==> config.mk <==
export PLATFORM = sky130hd
export DESIGN_NAME = qed_dup_scheduler_flat
export DESIGN_NICKNAME = d
export VERILOG_FILES = /design/src/rtl/qed_dup_scheduler_if.sv /design/src/rtl/qed_dup_scheduler.sv /design/src/flat_wrapper.sv
export SDC_FILE = /design/constraint.sdc
export NUM_CORES = 1
export LEC_CHECK = 0
export CAP_MARGIN = 20
export CORE_UTILIZATION = 30
export CTS_CLUSTER_DIAMETER = 150
export CTS_CLUSTER_SIZE = 8
export DETAILED_ROUTE_END_ITERATION = 10
export PLACE_DENSITY = 0.55
export SYNTH_ARGS = -nofsm -noshare
export SYNTH_HDL_FRONTEND = slang
export SYNTH_SLANG_ARGS = --single-unit
==> constraint.sdc <==
create_clock -name clk -period 4.5 [get_ports clk]
set_input_delay 0.9 -clock clk [delete_from_list [all_inputs] [get_ports clk]]
set_output_delay 0.9 -clock clk [all_outputs]
set_load 0.005 [all_outputs]
==> src/rtl/qed_dup_scheduler_if.sv <==
// Handshake bundle between the instruction source, the QED duplication scheduler and the core front end.
interface qed_dup_scheduler_if #(
  parameter int unsigned INSN_LEN = 32
);
  logic                qed_enable;
  logic                qed_drain;
  logic [INSN_LEN-1:0] in_instruction;
  logic                in_valid;
  logic                in_ready;
  logic [INSN_LEN-1:0] out_instruction;
  logic                out_valid;
  logic                out_ready;
  logic                out_is_dup;
  logic                qed_sync;
  logic                illegal_insn;

  modport master (
    output qed_enable, qed_drain, in_instruction, in_valid, out_ready,
    input  in_ready, out_instruction, out_valid, out_is_dup, qed_sync, illegal_insn
  );

  modport slave (
    input  qed_enable, qed_drain, in_instruction, in_valid, out_ready,
    output in_ready, out_instruction, out_valid, out_is_dup, qed_sync, illegal_insn
  );
endinterface

==> src/rtl/qed_dup_scheduler.sv <==
// EDDI-V style scheduler: issues a block of LW/SW/ADD originals, then replays them
// remapped onto x13..x25 (memory base x25) and pulses qed_sync when the block is closed.
module qed_dup_scheduler #(
  parameter int unsigned DEPTH    = 8,
  parameter int unsigned INSN_LEN = 32
) (
  input  logic             clk,
  input  logic             rst_n,
  qed_dup_scheduler_if.slave bus
);
  localparam int unsigned PW = (DEPTH > 1) ? $clog2(DEPTH) : 1;
  localparam int unsigned CW = PW + 1;
  localparam logic [CW-1:0] FULL = CW'(DEPTH);

  localparam logic [6:0] OP_LOAD  = 7'b0000011;
  localparam logic [6:0] OP_STORE = 7'b0100011;
  localparam logic [6:0] OP_ALU   = 7'b0110011;

  typedef enum logic {
    ORIG = 1'b0,
    DUP  = 1'b1
  } state_t;

  state_t              state_q, state_d;
  logic [PW-1:0]       wr_ptr_q, wr_ptr_d;
  logic [PW-1:0]       rd_ptr_q, rd_ptr_d;
  logic [CW-1:0]       count_q, count_d;
  logic                mode_q, mode_d;
  logic [INSN_LEN-1:0] mem_q [DEPTH];

  logic [INSN_LEN-1:0] out_insn_q, out_insn_d;
  logic                out_valid_q, out_valid_d;
  logic                out_dup_q, out_dup_d;
  logic                out_last_q, out_last_d;
  logic                illegal_q, illegal_d;

  logic adv, in_ready, fire, push, pop, legal;

  function automatic logic [INSN_LEN-1:0] remap(input logic [INSN_LEN-1:0] i);
    logic [INSN_LEN-1:0] r;
    r = i;
    case (i[6:0])
      OP_ALU: begin
        r[11:7]  = i[11:7]  + 5'd13;
        r[19:15] = i[19:15] + 5'd13;
        r[24:20] = i[24:20] + 5'd13;
      end
      OP_LOAD: begin
        r[11:7] = i[11:7] + 5'd13;
        if (i[19:15] == 5'd0) r[19:15] = 5'd25;
      end
      OP_STORE: begin
        r[24:20] = i[24:20] + 5'd13;
        if (i[19:15] == 5'd0) r[19:15] = 5'd25;
      end
      default: ;
    endcase
    return r;
  endfunction

  always_comb begin
    legal = 1'b0;
    case (bus.in_instruction[6:0])
      OP_LOAD:  legal = (bus.in_instruction[14:12] == 3'b010);
      OP_STORE: legal = (bus.in_instruction[14:12] == 3'b010);
      OP_ALU:   legal = (bus.in_instruction[14:12] == 3'b000) &&
                        (bus.in_instruction[31:25] == 7'b0);
      default:  legal = 1'b0;
    endcase
  end

  // The mode is only re-evaluated at a block boundary; the sampled value governs this cycle too.
  assign mode_d = (state_q == ORIG && count_q == '0) ? bus.qed_enable : mode_q;
  assign adv    = !out_valid_q || bus.out_ready;

  always_comb begin
    if (!mode_d)              in_ready = adv;
    else if (state_q == ORIG) in_ready = adv && (count_q < FULL);
    else                      in_ready = 1'b0;
  end

  assign fire = bus.in_valid && in_ready;
  assign push = mode_d && (state_q == ORIG) && fire && legal;
  assign pop  = (state_q == DUP) && adv;

  always_comb begin
    wr_ptr_d = push ? wr_ptr_q + PW'(1) : wr_ptr_q;
    rd_ptr_d = pop  ? rd_ptr_q + PW'(1) : rd_ptr_q;
    case ({push, pop})
      2'b10:   count_d = count_q + CW'(1);
      2'b01:   count_d = count_q - CW'(1);
      default: count_d = count_q;
    endcase
  end

  always_comb begin
    state_d = state_q;
    case (state_q)
      ORIG: if (mode_d && (count_d == FULL || (bus.qed_drain && count_d != '0))) state_d = DUP;
      DUP:  if (pop && count_q == CW'(1)) state_d = ORIG;
      default: state_d = ORIG;
    endcase
  end

  always_comb begin
    out_insn_d  = out_insn_q;
    out_valid_d = out_valid_q;
    out_dup_d   = out_dup_q;
    out_last_d  = out_last_q;
    illegal_d   = fire && mode_d && !legal;
    if (adv) begin
      out_valid_d = 1'b0;
      out_dup_d   = 1'b0;
      out_last_d  = 1'b0;
      if (pop) begin
        out_insn_d  = remap(mem_q[rd_ptr_q]);
        out_valid_d = 1'b1;
        out_dup_d   = 1'b1;
        out_last_d  = (count_q == CW'(1));
      end else if (fire) begin
        out_insn_d  = bus.in_instruction;
        out_valid_d = 1'b1;
      end
    end
  end

  always_ff @(posedge clk) begin
    if (push) mem_q[wr_ptr_q] <= bus.in_instruction;
  end

  always_ff @(posedge clk or negedge rst_n) begin
    if (!rst_n) begin
      state_q     <= ORIG;
      wr_ptr_q    <= '0;
      rd_ptr_q    <= '0;
      count_q     <= '0;
      mode_q      <= 1'b0;
      out_insn_q  <= '0;
      out_valid_q <= 1'b0;
      out_dup_q   <= 1'b0;
      out_last_q  <= 1'b0;
      illegal_q   <= 1'b0;
    end else begin
      state_q     <= state_d;
      wr_ptr_q    <= wr_ptr_d;
      rd_ptr_q    <= rd_ptr_d;
      count_q     <= count_d;
      mode_q      <= mode_d;
      out_insn_q  <= out_insn_d;
      out_valid_q <= out_valid_d;
      out_dup_q   <= out_dup_d;
      out_last_q  <= out_last_d;
      illegal_q   <= illegal_d;
    end
  end

  assign bus.in_ready        = in_ready;
  assign bus.out_instruction = out_insn_q;
  assign bus.out_valid       = out_valid_q;
  assign bus.out_is_dup      = out_dup_q;
  assign bus.qed_sync        = out_valid_q && bus.out_ready && out_last_q;
  assign bus.illegal_insn    = illegal_q;
endmodule

==> src/flat_wrapper.sv <==
// flat-port wrapper written by rule: the top's interface ports become plain ports
module qed_dup_scheduler_flat 
#(
  parameter int unsigned DEPTH    = 8,
  parameter int unsigned INSN_LEN = 32
)
  (clk, rst_n, bus_qed_enable, bus_qed_drain, bus_in_instruction, bus_in_valid, bus_out_ready, bus_in_ready, bus_out_instruction, bus_out_valid, bus_out_is_dup, bus_qed_sync, bus_illegal_insn);
  qed_dup_scheduler_if #(.INSN_LEN(INSN_LEN)) bus_i ();
  input  logic clk;
  input  logic rst_n;
  input wire logic [$bits(bus_i.qed_enable)-1:0] bus_qed_enable;
  input wire logic [$bits(bus_i.qed_drain)-1:0] bus_qed_drain;
  input wire logic [$bits(bus_i.in_instruction)-1:0] bus_in_instruction;
  input wire logic [$bits(bus_i.in_valid)-1:0] bus_in_valid;
  input wire logic [$bits(bus_i.out_ready)-1:0] bus_out_ready;
  output wire logic [$bits(bus_i.in_ready)-1:0] bus_in_ready;
  output wire logic [$bits(bus_i.out_instruction)-1:0] bus_out_instruction;
  output wire logic [$bits(bus_i.out_valid)-1:0] bus_out_valid;
  output wire logic [$bits(bus_i.out_is_dup)-1:0] bus_out_is_dup;
  output wire logic [$bits(bus_i.qed_sync)-1:0] bus_qed_sync;
  output wire logic [$bits(bus_i.illegal_insn)-1:0] bus_illegal_insn;
  assign bus_i.qed_enable = bus_qed_enable;
  assign bus_i.qed_drain = bus_qed_drain;
  assign bus_i.in_instruction = bus_in_instruction;
  assign bus_i.in_valid = bus_in_valid;
  assign bus_i.out_ready = bus_out_ready;
  assign bus_in_ready = bus_i.in_ready;
  assign bus_out_instruction = bus_i.out_instruction;
  assign bus_out_valid = bus_i.out_valid;
  assign bus_out_is_dup = bus_i.out_is_dup;
  assign bus_qed_sync = bus_i.qed_sync;
  assign bus_illegal_insn = bus_i.illegal_insn;
  qed_dup_scheduler #(.DEPTH(DEPTH), .INSN_LEN(INSN_LEN)) u_core (.clk(clk), .rst_n(rst_n), .bus(bus_i));
endmodule
==> results_dict.tcl, run 1 <==
set metrics [dict create \
    outcome "finished with violations" \
    violations "DRC" \
    gp_congestion 0.780 \
    first_iter_violations 501 \
    synth-main-ff-cell "edfxtp_1" \
    worstReg2RegStart "u_core.count_q[0]$_DFF_PN0_" \
    ant_nets 0 \
    worstPathMaxFanout 10 \
    tritoncts "built" \
    drc 1 \
    ys_seq_area_frac 0.707 \
    io_pins 75 \
    worst_pin_slew_ps 984 \
    post_cts.repair.setup_buffers 0 \
    n_antenna_cell 0 \
    ir_drop_mv 0.251 \
    clkSlewWorstSetupHoldPaths_ps 50 \
    start_util 0.306 \
    ctsResizeCount 0 \
    netlist_top_cells_area "edfxtp_1, dfrtp_1, mux4_2, mux2i_1, nand2_1" \
    crit_chain "clkdlybuf4s50_1 > nor4_1 > nand4b_1 > a21oi_1 > and3_1 > inv_1 > ha_1 > o31a_1 > nor4_1 > mux2i_1 > nor2_1 > o21a_1" \
    clockRootBuffer "clkbuf_16" \
    wl_per_cell_um 21.4 \
    cts.path.max_buffers 3 \
    syn_inst 714 \
    max_freq_mhz 266 \
    synth_cell_type_count 61 \
    num-fill-cells 3864 \
    grt_pass1_vias 7163 \
    die_area_mm2 0.0427 \
    setup_slack_ps 734 \
    clk_latency_ps 540 \
    post-place-ws_ps 198 \
    worstPathArrival_ps 4190 \
    finalPower_mw 6.39 \
    crit_top_cell "nor4_1" \
    fin_crit_sh 0.837 \
    dr.pass1.iters 10 \
    synthArstFlopShare 0.158 \
    final_cell_count_no_fill 1410 \
    holdWs_ps 385 \
    cp-end-kind "flip-flop" \
    stdcell_area_mm2 0.0155 \
    timing.reg2reg.setup_slack_ps 1050 \
    slew_headroom 0.342 \
    cp_slowest_cell "clkdlybuf4s50_1" \
    fp.dieW_um 207 \
    layout-drive-gt1-share 0.210 \
    numCtsBuffers 43 \
    port_buffers 74 \
    grt_antenna_before_repair 0 \
    synth_top_cell_by_area "edfxtp_1" \
    slowest_delay_ps 570 \
    nets 894 \
    ff2ff_path_depth 14 \
    multi_input_area_mm2 0.00350 \
    crit_required_ps 4930 \
    synth_top_area_share 0.611 \
    dpl.hpwl_um 18400 \
    grtUsageTotal 0.146 \
    syn_area_mm2 0.0126 \
    grt_pass1_wl_um 45200 \
    routed_wl_um 30200 \
    core_area_mm2 0.0411 \
    cts_num_sinks 304 \
    dp_cells 1331 \
    syn2layout_area_growth_pct 23.2 \
    grt_max_degree 35 \
    synth.avg_cell_area_um2 17.6 \
    post-route-util 0.377 \
    via_count 6864 \
    die_y_um 207 \
    ctsHoldBuffers 0 \
    syn_nets 764 \
    ys_seq_elements 304 \
    hold_viol 0 \
    critPathKind "in2reg" \
    hold_path_class "in2async" \
    rsz0062_at_grt "no" \
    cts_max_level 2 \
    postPlaceCellArea_mm2 0.0142 \
    drv_cap 0 \
    seqCellArea_mm2 0.00889 \
    fin_setup_tns_ps 0 \
    grt_overflow 0 \
    finalClockSkew_ps 22.5 \
    yosys_warnings 0 \
    startpoint_type "input port" \
    critPathBufInv 2 \
    finalMaxSlewViolations 0 \
    power_density_mw_per_mm2 413 \
    finalSetupViolCount 0 \
    p_leak_nw 5.15 \
    timing.rr.end "u_core.state_q$_DFF_PN0_" \
    synth_edf_count 256 \
    avgViaCountPerCell 4.87 \
    period_needed_ps 3770 \
    cpLargestDelayFamily "simple AND/OR/NAND/NOR gates" \
    rows 74 \
]
cells by family after synthesis:
group / Yosys count / synth area share
flip-flops: 304 / 0.707
adder cells (fa/ha/maj): 12 / 0.0119
buffers and inverters: 51 / 0.0209
AO/OA/AOI/OAI: 70 / 0.0401
AND/OR/NAND/NOR: 166 / 0.0711
XOR/XNOR: 11 / 0.00826
multiplexers: 100 / 0.141
worst max-delay path by stage:
stage / slack [ps] / from / depth (start not counted) / end
2_1_floorplan: 740 / bus_in_instruction[28] / 7 / u_core.mem_q[2][0]$_DFFE_PP_
3_3_place_gp: 250 / bus_in_instruction[12] / 12 / u_core.state_q$_DFF_PN0_
3_5_place_dp: 200 / bus_in_instruction[12] / 12 / u_core.state_q$_DFF_PN0_
4_1_cts: 740 / bus_in_instruction[12] / 12 / u_core.state_q$_DFF_PN0_
5_1_grt: 560 / bus_in_instruction[12] / 12 / u_core.state_q$_DFF_PN0_
6_report: 730 / bus_in_instruction[12] / 12 / u_core.state_q$_DFF_PN0_
routing by layer:
layer / track usage / up-vias / wire length (um)
met4: 0.0381 / 0 / 431
met2: 0.238 / 178 / 14500
met1: 0.199 / 3544 / 13700
met3: 0.0275 / 39 / 1610
met5: 0 / - / 0
li1: - / 3103 / -
cells in the mapped netlist (all sizes together), types with 9 or more instances:
library cell and instances:
nor2b 20, dfrtp 48, inv 13, nor3 12
a31oi 17, nand2 67, ha 12, buf 22
a211oi 12, mux2 12, mux2i 30, o21ai 9
edfxtp 256, mux4 58, and3 10, clkbuf 16
nor2 21
cell usage in the layout, fill, tap and decap left out, types with 14 or more instances in the layout:
cell type | netlist | layout
nand2_1 | 67 | 66
clkbuf_1 | 16 | 33
clkdlybuf4s50_1 | 0 | 73
edfxtp_1 | 256 | 256
nor2_1 | 20 | 14
a31oi_1 | 17 | 17
clkbuf_16 | 0 | 44
nor2b_1 | 20 | 20
mux2i_1 | 30 | 30
dfrtp_1 | 48 | 45
buf_4 | 8 | 46
mux4_2 | 50 | 50
final cells by class:
cell class / count / area share
flip-flops and latches: 304 / 0.574
multi-input cells: 359 / 0.226
clock buffers: 77 / 0.0790
repair buffers: 123 / 0.0736
well taps: 532 / 0.0430
inverters: 13 / 0.00315
clock inverters: 2 / 0.00161
where the power goes:
group	internal, mW	switching, mW
clock network	1.83	1.15
logic	0.152	0.128
registers	3.10	0.0352
worst reg2reg max path, stage by stage, from the launching register on:
cell and delay [ps]:
dfrtp_1 440, inv_1 120, ha_1 150, nor4b_1 280, mux2i_1 380, inv_1 110, and3_1 190, buf_4 160
ha_1 240, nor2b_1 160, o31a_1 280, nor4_1 380, mux2i_1 230, nor2_1 60, o21a_1 170
state kept, by name, summed over array words and instances (netlist names):
register and cells:
u_core.bus.illegal_insn 1, u_core.bus.out_instruction 32, u_core.mem_q 256, u_core.bus.out_valid 1, u_core.rd_ptr_q 3, u_core.count_q 4
u_core.bus.out_is_dup 1, u_core.wr_ptr_q 3, u_core.out_last_q 1, u_core.state_q 1, u_core.mode_q 1
Power figures use the tool's default switching activity.
==> run 2: changes to the inputs <==
clock period = 3.1 ns   (was 4.5 ns; I/O delays follow)
==> results_dict.tcl, run 2 (synthesis gave the netlist of run 1 again) <==
set metrics [dict create \
    worstPathMaxFanout 6 \
    ir_drop_mv 0.384 \
    nets 931 \
    stdcell_area_mm2 0.0160 \
    cts.path.max_buffers 3 \
    io_pins 75 \
    clk_latency_ps 540 \
    slowest_delay_ps 380 \
    timing.rr.end "u_core.state_q$_DFF_PN0_" \
    rows 74 \
    fin_setup_tns_ps 0 \
    power_density_mw_per_mm2 578 \
    holdWs_ps 151 \
    tritoncts "built" \
    final_common_cell "edfxtp_1" \
    worstReg2RegStart "u_core.count_q[0]$_DFF_PN0_" \
    clkSlewWorstSetupHoldPaths_ps 50 \
    layout-drive-gt1-share 0.255 \
    cpLargestDelayFamily "simple AND/OR/NAND/NOR gates" \
    wl_per_cell_um 20.9 \
    grt_pass1_vias 7317 \
    grt_antenna_before_repair 0 \
    setup_slack_ps 95.1 \
    gp_congestion 0.768 \
    worstPathArrival_ps 3420 \
    cp-end-kind "flip-flop" \
    p_leak_nw 5.45 \
    cts_num_sinks 304 \
    start_util 0.306 \
    avgViaCountPerCell 4.83 \
    core_area_mm2 0.0411 \
    fin_crit_sh 0.969 \
    grt_pass1_wl_um 45700 \
    critPathKind "reg2reg" \
    cts_max_level 2 \
    fp.dieW_um 207 \
    worst_pin_slew_ps 741 \
    syn2layout_area_growth_pct 27.2 \
    crit_top_cell "inv_2" \
    largest_register_ffs 256 \
    startpoint_type "flip-flop" \
    numCtsBuffers 43 \
    slew_headroom 0.506 \
    cp-startpoint "u_core.count_q[0]$_DFF_PN0_" \
    die_area_mm2 0.0427 \
    postPlaceCellArea_mm2 0.0146 \
    finalSetupViolCount 0 \
    post-place-ws_ps -743 \
    crit_required_ps 3510 \
    via_count 6983 \
    max_freq_mhz 333 \
    dpl.hpwl_um 18700 \
    regMostFlops "u_core.mem_q" \
    ctsHoldBuffers 0 \
    n_antenna_cell 0 \
    routed_wl_um 30300 \
    first_iter_violations 432 \
    grt_max_degree 35 \
    period_needed_ps 3000 \
    grtUsageTotal 0.145 \
    outcome "completed" \
    hold_path_class "in2async" \
    hold_viol 0 \
    critPathBufInv 4 \
    finalMaxSlewViolations 0 \
    finalClockSkew_ps 19.9 \
    dr.pass1.iters 6 \
    drc 0 \
    port_buffers 74 \
    cp_slowest_cell "dfrtp_1" \
    drv_cap 0 \
    grt_overflow 0 \
    ff2ff_path_depth 15 \
    ant_nets 0 \
    clockRootBuffer "clkbuf_16" \
    die_y_um 207 \
    timing.reg2reg.setup_slack_ps 100 \
    crit_chain "inv_2 > ha_2 > nor4b_4 > buf_4 > mux2i_4 > inv_2 > and3_4 > buf_6 > ha_4 > nor2b_1 > o31a_1 > nor4_2 > mux2i_1 > nor2_1 > o21a_1" \
    layout_common_cells "edfxtp_1, buf_4, nand2_1, clkdlybuf4s50_1, mux4_2" \
]
-- run 2: per-stage QoR --
stage | cells | total power, mW | util
floorplan | 714 | 4.73 | -
global placement | 1364 | 5.05 | 0.356
detailed placement | 1364 | 5.06 | 0.356
CTS | 1443 | 9.39 | 0.387
global route | 1447 | 9.59 | 0.389
finish | 1447 | 9.25 | 0.389
-- run 2: what timing repair did --
action,CTS,global route
hold endpoints to repair,0,0
pin swaps,3,9
setup endpoints to repair,1,1
gates cloned,0,0
setup buffers,0,4
gates resized for setup,9,21
-- run 2: worst max-delay path by stage --
stage	endpoint	slack, ps	cells past startpoint
floorplan	u_core.mem_q[2][0]$_DFFE_PP_	-380	7
global placement	u_core.state_q$_DFF_PN0_	-660	13
detailed placement	u_core.state_q$_DFF_PN0_	-740	13
CTS	u_core.state_q$_DFF_PN0_	10	15
global route	u_core.state_q$_DFF_PN0_	-40	15
finish	u_core.state_q$_DFF_PN0_	100	15
-- run 2: cell type report --
| cell class | instances | area (um^2) |
|---|---|---|
| Fill cell | 3862 | 25100 |
| Sequential cell | 304 | 8890 |
| Multi-Input combinational cell | 359 | 3570 |
| Timing Repair Buffer | 160 | 1580 |
| Clock buffer | 77 | 1200 |
| Tap cell | 532 | 666 |
| Inverter | 13 | 48.8 |
| Clock inverter | 2 | 32.5 |
-- run 2: report_power, final --
| group | total (mW) | switching, mW | leakage, nW | internal (mW) |
|---|---|---|---|---|
| Clock | 4.27 | 1.67 | 0.584 | 2.60 |
| Combinational | 0.418 | 0.188 | 1.97 | 0.230 |
| Sequential | 4.56 | 0.0539 | 2.90 | 4.50 |
-- run 2: metal layers --
metal,wire [um],GRT usage,vias to the layer above
met5,0,0,-
met4,437,0.0381,0
met3,1220,0.0257,40
met2,14600,0.236,152
met1,14000,0.201,3608
li1,-,-,3183
==> run 3: changes to the inputs <==
PLACE_DENSITY = 0.54   (was 0.55)
SKIP_CTS_REPAIR_TIMING = 1   (was unset)
==> results_dict.tcl, run 3 (synthesis gave the netlist of run 1 again) <==
set metrics [dict create \
    outcome "finished with violations" \
    violations "DRC" \
    layout-drive-gt1-share 0.256 \
    swShare 0.206 \
    clkSlewWorstSetupHoldPaths_ps 50 \
    rsz0062_at_grt "no" \
    start_util 0.306 \
    ff2ff_path_depth 7 \
    syn2layout_area_growth_pct 27.4 \
    layout_common_cells "edfxtp_1, buf_4, clkdlybuf4s50_1, nand2_1, mux4_2" \
    nets 931 \
    fp.dieW_um 207 \
    crit_required_ps 3510 \
    port_buffers 74 \
    io_pins 75 \
    first_iter_violations 394 \
    p_clk_frac 0.462 \
    slowest_delay_ps 560 \
    worst_pin_slew_ps 831 \
    ant_nets 0 \
    die_area_mm2 0.0427 \
    regMostFlops "u_core.mem_q" \
    largest_register_ffs 256 \
    max_freq_mhz 341 \
    final_common_cell "edfxtp_1" \
    gp_congestion 0.764 \
    cts.path.max_buffers 3 \
    dr.pass1.iters 9 \
    finalMaxSlewViolations 0 \
    crit_chain "mux4_2 > mux2_2 > nand4bb_1 > buf_4 > nor2_4 > nand2_1 > o311a_1" \
    grt_overflow 0 \
    die_y_um 207 \
    grt_max_degree 65 \
    clk_latency_ps 530 \
    p_leak_nw 5.43 \
    tritoncts "built" \
    p_int_mw 7.34 \
    grtUsageTotal 0.144 \
    cts_max_level 2 \
    startpoint_type "flip-flop" \
    timing.rr.end "u_core.bus.out_instruction[8]$_DFFE_PN0P_" \
    finalSetupViolCount 0 \
    worstReg2RegStart "u_core.rd_ptr_q[0]$_DFFE_PN0P_" \
    num-fill-cells 3826 \
    cp_slowest_cell "dfrtp_4" \
    multi_input_area_mm2 0.00358 \
    period_needed_ps 2940 \
    worstPathArrival_ps 3350 \
    cts_num_sinks 304 \
    cp-end-kind "flip-flop" \
    power_density_mw_per_mm2 576 \
    power_frac_comb 0.046 \
    seq_power_share 0.493 \
    drv_cap 0 \
    via_count 6996 \
    fin_crit_sh 0.947 \
    hold_path_class "in2async" \
    timing.reg2reg.setup_slack_ps 160 \
    rows 74 \
    clockRootBuffer "clkbuf_16" \
    grt_pass1_vias 7185 \
    worstPathMaxFanout 11 \
    avgViaCountPerCell 4.83 \
    finalClockSkew_ps 18.4 \
    setup_slack_ps 164 \
    grt_pass1_wl_um 45400 \
    wl_per_cell_um 20.9 \
    post-place-ws_ps -662 \
    critPathKind "reg2reg" \
    routed_wl_um 30200 \
    hold_viol 0 \
    grt_antenna_before_repair 1 \
    seqCellArea_mm2 0.00890 \
    core_area_mm2 0.0411 \
    holdWs_ps 54.2 \
    slew_headroom 0.446 \
    drc 10 \
    power_switching_mw 1.90 \
    numCtsBuffers 43 \
    dpl.hpwl_um 18500 \
    ir_drop_mv 0.357 \
]
run 3: changes by cell type in the layout (fill, tap and decap cells not counted), sizes merged:
cell,before,now
diode,0,1
dlymetal6s2s,8,5
clkbuf,77,76
clkdlybuf4s50,62,68
clkdlybuf4s15,1,0
inv,13,16
dlygate4sd2,2,0
clkinv,2,0
run 3: worst max-delay path, delay by kind of cell (launching register included):
kind	cells	cell delay, ps
AO/OA/AOI/OAI	1	290
buffers and inverters	1	330
flip-flops	1	560
multiplexers	2	830
AND/OR/NAND/NOR	3	800
run 3: worst max-delay path by stage:
stage	start	to	slack, ps	cells after the start
finish	u_core.rd_ptr_q[0]$_DFFE_PN0P_	u_core.bus.out_instruction[8]$_DFFE_PN0P_	160	7
global route	u_core.rd_ptr_q[0]$_DFFE_PN0P_	u_core.bus.out_instruction[24]$_DFFE_PN0P_	2	6
CTS	u_core.count_q[0]$_DFF_PN0_	u_core.state_q$_DFF_PN0_	-210	15
detailed placement	bus_in_instruction[12]	u_core.state_q$_DFF_PN0_	-660	13
global placement	bus_in_instruction[12]	u_core.state_q$_DFF_PN0_	-660	13
floorplan	bus_in_instruction[28]	u_core.mem_q[2][0]$_DFFE_PP_	-380	7
run 3: layout make-up:
class	count	area share
Sequential cell	304	0.555
Multi-Input combinational cell	359	0.224
Timing Repair Buffer	160	0.0997
Clock buffer	76	0.0749
Tap cell	532	0.0415
Inverter	13	0.00305
Clock inverter	3	0.00164
Antenna cell	1	0.000156
run 3: routing by layer:
metal  wire, um  track usage  share of wire
met1      13400        0.198           0.44
met2      14900        0.239           0.49
met3       1460       0.0242          0.048
met4        482       0.0331          0.016
met5          0            0              0
run 3: power groups by stage:
stage	clock, mW	sequential, mW	combinational, mW
floorplan	0	4.62	0.111
global placement	0	4.63	0.424
detailed placement	0	4.63	0.429
CTS	4.36	4.55	0.430
global route	4.51	4.55	0.465
finish	4.26	4.55	0.423
run 3: through the flow:
stage	instance area, um^2	util	TNS (ps)	total power [mW]	std cells
finish	16000	0.390	0	9.23	1448
global route	16000	0.390	0	9.53	1447
CTS	15900	0.387	-207	9.34	1445
detailed placement	14700	0.357	-34560	5.06	1366
global placement	14700	0.357	-37570	5.05	1366
floorplan	12600	-	-89800	4.73	714
